## src/rtl/dp_pkg.sv

```systemverilog
// Shared encodings for the multicycle datapath: ALU ops, ALU-B selects, instruction fields, sign extension.
package dp_pkg;

    localparam int unsigned INSTR_W   = 16;
    localparam int unsigned OPC_W     = 6;
    localparam int unsigned REG_IDX_W = 2;
    localparam int unsigned IMM_W     = 6;
    localparam int unsigned SEXT_W    = 64;

    typedef enum logic [1:0] {
        ALU_AND = 2'b00,
        ALU_OR  = 2'b01,
        ALU_ADD = 2'b10,
        ALU_SUB = 2'b11
    } aluop_e;

    typedef enum logic [1:0] {
        SELB_BREG = 2'b00,
        SELB_IMM  = 2'b01,
        SELB_ONE  = 2'b10,
        SELB_BR   = 2'b11
    } selalub_e;

    // Instruction layout: opcode[15:10], ra[9:8], rb[7:6], imm[5:0]
    typedef struct packed {
        logic [OPC_W-1:0]     opcode;
        logic [REG_IDX_W-1:0] ra;
        logic [REG_IDX_W-1:0] rb;
        logic [IMM_W-1:0]     imm;
    } instr_t;

    function automatic logic [SEXT_W-1:0] sext_imm(input logic [IMM_W-1:0] imm);
        return {{(SEXT_W - IMM_W){imm[IMM_W-1]}}, imm};
    endfunction

endpackage

```

## src/rtl/dp_regfile.sv

```systemverilog
// Register file: NREG x DATA_W, two async read ports, one write port.
// With DP_R0_ZERO_EN defined, r0 reads as zero and writes to it are dropped.
module dp_regfile
    import dp_pkg::*;
#(
    parameter int unsigned DATA_W = 16,
    parameter int unsigned NREG   = 4,
    parameter int unsigned IDX_W  = REG_IDX_W
) (
    input  logic              clk,
    input  logic              rst,
    input  logic              we_i,
    input  logic [IDX_W-1:0]  waddr_i,
    input  logic [DATA_W-1:0] wdata_i,
    input  logic [IDX_W-1:0]  raddr_a_i,
    output logic [DATA_W-1:0] rdata_a_o,
    input  logic [IDX_W-1:0]  raddr_b_i,
    output logic [DATA_W-1:0] rdata_b_o
);

    logic [DATA_W-1:0] regs_q [NREG];
    logic              wr_en;

    always_comb begin
        wr_en = we_i;
`ifdef DP_R0_ZERO_EN
        wr_en = we_i && (waddr_i != '0);
`endif
    end

    always_ff @(posedge clk or posedge rst) begin
        if (rst) begin
            for (int unsigned i = 0; i < NREG; i++) begin
                regs_q[i] <= '0;
            end
        end else if (wr_en) begin
            regs_q[waddr_i] <= wdata_i;
        end
    end

    always_comb begin
        rdata_a_o = regs_q[raddr_a_i];
        rdata_b_o = regs_q[raddr_b_i];
`ifdef DP_R0_ZERO_EN
        if (raddr_a_i == '0) rdata_a_o = '0;
        if (raddr_b_i == '0) rdata_b_o = '0;
`endif
    end

endmodule

```

## src/rtl/datapath_mc.sv

```systemverilog
// Multicycle CPU datapath driven by the control FSM's strobes and selects.
// Optional DP_R0_ZERO_EN makes r0 a hardwired zero (handled in dp_regfile).
module datapath_mc
    import dp_pkg::*;
#(
    parameter int unsigned DATA_W = 16,
    parameter int unsigned ADDR_W = 8,
    parameter int unsigned NREG   = 4
) (
    input  logic              clk,
    input  logic              rst,
    input  logic              writepc,
    input  logic              writeir,
    input  logic              writereg,
    input  logic              writemem,
    input  logic              writezero,
    input  logic              selalua,
    input  logic [1:0]        selalub,
    input  logic [1:0]        aluop,
    input  logic              selload,
    input  logic              selst,
    input  logic              selldst,
    output logic [5:0]        opcode,
    output logic              zero,
    output logic [ADDR_W-1:0] mem_addr,
    output logic [DATA_W-1:0] mem_wdata,
    output logic              mem_we,
    input  logic [DATA_W-1:0] mem_rdata
);

    logic [ADDR_W-1:0] pc_q, pc_d;
    logic [DATA_W-1:0] ir_q, ir_d;
    logic              zero_q, zero_d;
    logic [DATA_W-1:0] a_q, b_q, aluout_q, mdr_q;

    instr_t            instr;
    logic [DATA_W-1:0] rd_a, rd_b, wb_data, imm_ext;
    logic [DATA_W-1:0] alu_a, alu_b, alu_y;

    assign instr   = instr_t'(ir_q[INSTR_W-1:0]);
    assign imm_ext = DATA_W'(sext_imm(instr.imm));
    assign wb_data = selldst ? mdr_q : aluout_q;

    dp_regfile #(
        .DATA_W (DATA_W),
        .NREG   (NREG),
        .IDX_W  (REG_IDX_W)
    ) u_regfile (
        .clk       (clk),
        .rst       (rst),
        .we_i      (writereg),
        .waddr_i   (instr.ra),
        .wdata_i   (wb_data),
        .raddr_a_i (instr.ra),
        .rdata_a_o (rd_a),
        .raddr_b_i (instr.rb),
        .rdata_b_o (rd_b)
    );

    // Operand selection and ALU; both branch and immediate paths use the same sign-extended field
    always_comb begin
        alu_a = selalua ? DATA_W'(pc_q) : a_q;
        case (selalub_e'(selalub))
            SELB_BREG: alu_b = b_q;
            SELB_IMM:  alu_b = imm_ext;
            SELB_ONE:  alu_b = DATA_W'(1);
            SELB_BR:   alu_b = imm_ext;
            default:   alu_b = b_q;
        endcase
        case (aluop_e'(aluop))
            ALU_AND: alu_y = alu_a & alu_b;
            ALU_OR:  alu_y = alu_a | alu_b;
            ALU_ADD: alu_y = alu_a + alu_b;
            ALU_SUB: alu_y = alu_a - alu_b;
            default: alu_y = alu_a + alu_b;
        endcase
    end

    always_comb begin
        pc_d   = pc_q;
        ir_d   = ir_q;
        zero_d = zero_q;
        if (writepc)   pc_d   = alu_y[ADDR_W-1:0];
        if (writeir)   ir_d   = mem_rdata;
        if (writezero) zero_d = (alu_y == '0);
    end

    // Operand/result latches load every cycle; PC, IR and zero follow their strobes
    always_ff @(posedge clk or posedge rst) begin
        if (rst) begin
            pc_q     <= '0;
            ir_q     <= '0;
            zero_q   <= 1'b0;
            a_q      <= '0;
            b_q      <= '0;
            aluout_q <= '0;
            mdr_q    <= '0;
        end else begin
            pc_q     <= pc_d;
            ir_q     <= ir_d;
            zero_q   <= zero_d;
            a_q      <= rd_a;
            b_q      <= rd_b;
            aluout_q <= alu_y;
            mdr_q    <= mem_rdata;
        end
    end

    assign opcode    = instr.opcode;
    assign zero      = zero_q;
    assign mem_addr  = selload ? aluout_q[ADDR_W-1:0] : pc_q;
    assign mem_wdata = selst ? a_q : b_q;
    assign mem_we    = writemem;

endmodule
```

## config.mk

```make
export PLATFORM = sky130hd
export DESIGN_NAME = datapath_mc
export DESIGN_NICKNAME = d
export VERILOG_FILES = /design/src/rtl/dp_pkg.sv /design/src/rtl/dp_regfile.sv /design/src/rtl/datapath_mc.sv
export SDC_FILE = /design/constraint.sdc
export NUM_CORES = 1
export LEC_CHECK = 0
export CORE_ASPECT_RATIO = 1.5
export CORE_MARGIN = 5
export CORE_UTILIZATION = 53
export DETAILED_ROUTE_END_ITERATION = 7
export MAX_ROUTING_LAYER = met4
export PLACE_DENSITY_LB_ADDON = 0.3
export SYNTH_ARGS = -nofsm -noshare
export SYNTH_HDL_FRONTEND = slang
export SYNTH_SLANG_ARGS = --single-unit
```

## constraint.sdc

```tcl
create_clock -name clk -period 6.2 [get_ports clk]
set_clock_uncertainty 0.15 [all_clocks]
set_input_delay 1.86 -clock clk [delete_from_list [all_inputs] [get_ports clk]]
set_output_delay 1.86 -clock clk [all_outputs]
set_load 0.01 [all_outputs]
```

==> flow_summary.yaml <==
run_status:
  status: "completed"
timing:
  fmax_ghz: 0.171
  final-max-slew-violation-count: 0
  finalHoldViolCount: 0
  worst_pin_slew_ns: 1.27
  period_share_pct: 94.4
  whs_ns: 0.356
  finalSetupViolations: 0
  period_needed_ns: 5.86
  slew-limit-headroom_pct: 15.3
  grt_setup_unrepaired: "no"
pwr:
  peakVddDrop_v: 0.000202
  pwr-share-seq_pct: 37.1
  combPwrFrac_pct: 39.2
  leakage_nw: 4.23
  power.density_nw_per_um2: 453
  clkPwrFrac_pct: 23.6
  switchingPower_mw: 1.55
  switching_share_pct: 35.8
  p_int_mw: 2.78
setup_path:
  worstSetupEndpointType: "register"
  crit_buf_inv: 2
  r2r_start: "b_q[0]"
  crit_fanout: 5
  reg2regPathDepth: 14
  start_kind: "input pin"
  crit_required_ns: 6.37
  rrSetupSlack_ns: 1.99
  cp.arrival_ns: 6.02
  slowest_delay_ns: 0.57
  worstReg2RegEnd: "zero"
  path_depth: 17
  crit_type: "input pin to register"
  slowest_stage: "clkdlybuf4s50_1"
  path_delay_family: "compound AO/OA/AOI/OAI gates"
  path_cells: "clkdlybuf4s50_1 > nor2_1 > a22o_1 > buf_4 > nor2_1 > nand3_1 > o21ai_0 > xnor2_1 > ha_1 > a21oi_1 > o21ai_0 > or3_1 > o211ai_1 > a41oi_1 > or3_1 > a31o_2 > o41ai_2"
yosys:
  synthCells: 711
  synth_area_um2: 7930
  synthDistinctLibCells: 61
  avgSynthCellArea_um2: 11.2
  netlist_top_cells_area: "dfrtp_1, mux4_2, mux2_2"
  synthXorXnorAreaFrac_pct: 2.32
  synthAdderAreaFrac_pct: 4.53
  synth_seq_cells: 153
  synth_edf_count: 0
  synth_nets: 761
  synth_mux_area_share_pct: 19.7
  yosysTopAreaCell: "dfrtp_1"
  ys.flop_type: "dfrtp_1"
  synth_common_cells: "dfrtp_1, o21ai_0, nand2_1"
  synth-simple-area-share_pct: 9.84
  synth_top_family_by_area: "multiplexers"
  async_flop_share_pct: 100
  yosysMostFrequentCell: "dfrtp_1"
  synth-compound-area-share_pct: 11.5
  seq_area_frac_synth_pct: 48.3
  synth.top_cell.area_share_pct: 48.3
  yosysWarnings: 0
clock_network:
  post_cts_buffers: 0
  clockBufferDepth: 2
  htreeDepth: 4
  cts.sinks: 153
  cts_buffers: 17
  cts_tree: "done"
  path_clk_slew_ns: 0.06
  clk_latency_ns: 0.43
  cts_root_buffer: "clkbuf_16"
cells_and_area:
  area_delta_synth_final_pct: 20.4
  diodes: 0
  layout-drive-gt1-share_pct: 22.3
  fill_cells: 1125
  nNetsFinal: 844
  finish.utilization_pct: 65.2
detailed_routing:
  drtAntennaViolNets: 0
  drtIter0Drc: 316
  firstDrtPassIters: 5
  wl_per_cell_um: 19.9
  routed_wl_um: 19900
  remaining_drc_errors: 0
  route.vias.total: 5834
  avgViaCountPerCell: 5.82
floorplan:
  die_h_um: 160
  die_w_um: 110
  io_pins: 63
  num_rows: 54
  core-area_um2: 14700
  die_area_um2: 17600
  start_util_pct: 54.1
grt:
  grt-ovfl-total: 0
  grt_max_degree: 88
  antenna_found_initial: 0
  grt_pass1_wl_um: 32400
  grt_pass1_vias: 6222
  grtUsageTotal_pct: 24.9
placed_design:
  io_buffers: 60
  dp_hpwl_um: 14400
  gp_congestion: 0.944
flow_run:
  cap_violations: 0
min_path:
  min_delay_path_depth: 1
  hp-start: "instr[15]"
  hold_end: "instr[15]"
  hold_class: "register to register"
==> metrics by stage <==
step / TNS, ns / std cells / power, mW / setup WS [ns] / instance area [um2]
final: 0 / 1003 / 4.33 / 0.345 / 9550
after global routing: 0 / 1003 / 4.59 / 0.0103 / 9550
after CTS: 0 / 1003 / 4.34 / 0.263 / 9550
after detailed placement: -0.175 / 971 / 3.29 / -0.175 / 8960
after global placement: -0.0370 / 971 / 3.22 / -0.0370 / 8960
after floorplan: 0 / 711 / 2.61 / 0.0686 / 7930
==> per-layer routing <==
metal / global-route usage (%) / share of wire, % / vias up
met5: - / 0 / -
li1: - / - / 2704
met1: 31.4 / 40 / 2900
met4: 8.85 / 2.5 / 0
met2: 39.6 / 52 / 190
met3: 4.97 / 6.1 / 40
==> how the worst max path moves through the flow <==
| stage | start | end | slack (ns) |
|---|---|---|---|
| 2_1_floorplan | rst | a_q[0] | 0.07 |
| 3_3_place_gp | selalub[0] | zero | -0.04 |
| 3_5_place_dp | selalub[0] | zero | -0.17 |
| 4_1_cts | selalub[0] | zero | 0.26 |
| 5_1_grt | selalub[1] | zero | 0.01 |
| 6_report | selalub[1] | zero | 0.34 |
==> area by class of cell <==
class	count	area, um2	share of cell area [%]
Inverter	23	91.3	0.956
Timing Repair Buffer	112	993	10.4
Clock buffer	18	439	4.60
Clock inverter	14	150	1.57
Tap cell	196	245	2.57
Sequential cell	153	3830	40.1
Multi-Input combinational cell	487	3800	39.8
==> power by group through the flow <==
stage                     clock network, mW  logic, mW  registers [mW]
after floorplan                           0       1.11            1.50
after global placement                    0       1.65            1.58
after detailed placement                  0       1.68            1.61
after CTS                              1.04       1.70            1.60
after global routing                   1.08       1.87            1.64
final                                  1.02       1.70            1.61
==> flip-flops by register name, summed over array words and instances (netlist names) <==
name              count
u_regfile.regs_q     64
a_q                  16
mdr_q                16
aluout_q             16
b_q                  16
zero                  1
pc_q                  8
instr                16
==> cells by family after synthesis <==
| group | after synthesis |
|---|---|
| simple gates | 171 |
| compound gates | 156 |
| flops | 153 |
| mux | 109 |
| buf+inv | 71 |
| fa+ha+maj | 30 |
| xor+xnor | 21 |
==> timing repair <==
action | in CTS | in global routing
resized for setup | 0 | 1
hold buffers | 0 | 0
endpoints found under the setup margin | 0 | 1
==> cell usage in the layout, fill, tap and decap left out, types with 18 or more instances in the layout <==
master / instances
nor2_1: 47
clkdlybuf4s50_1: 59
mux4_2: 32
inv_1: 21
a21oi_1: 42
ha_1: 18
mux2i_1: 25
nand2_1: 74
dfrtp_1: 153
o21ai_0: 75
mux2_2: 50
buf_4: 52
Power figures use the tool's default switching activity.
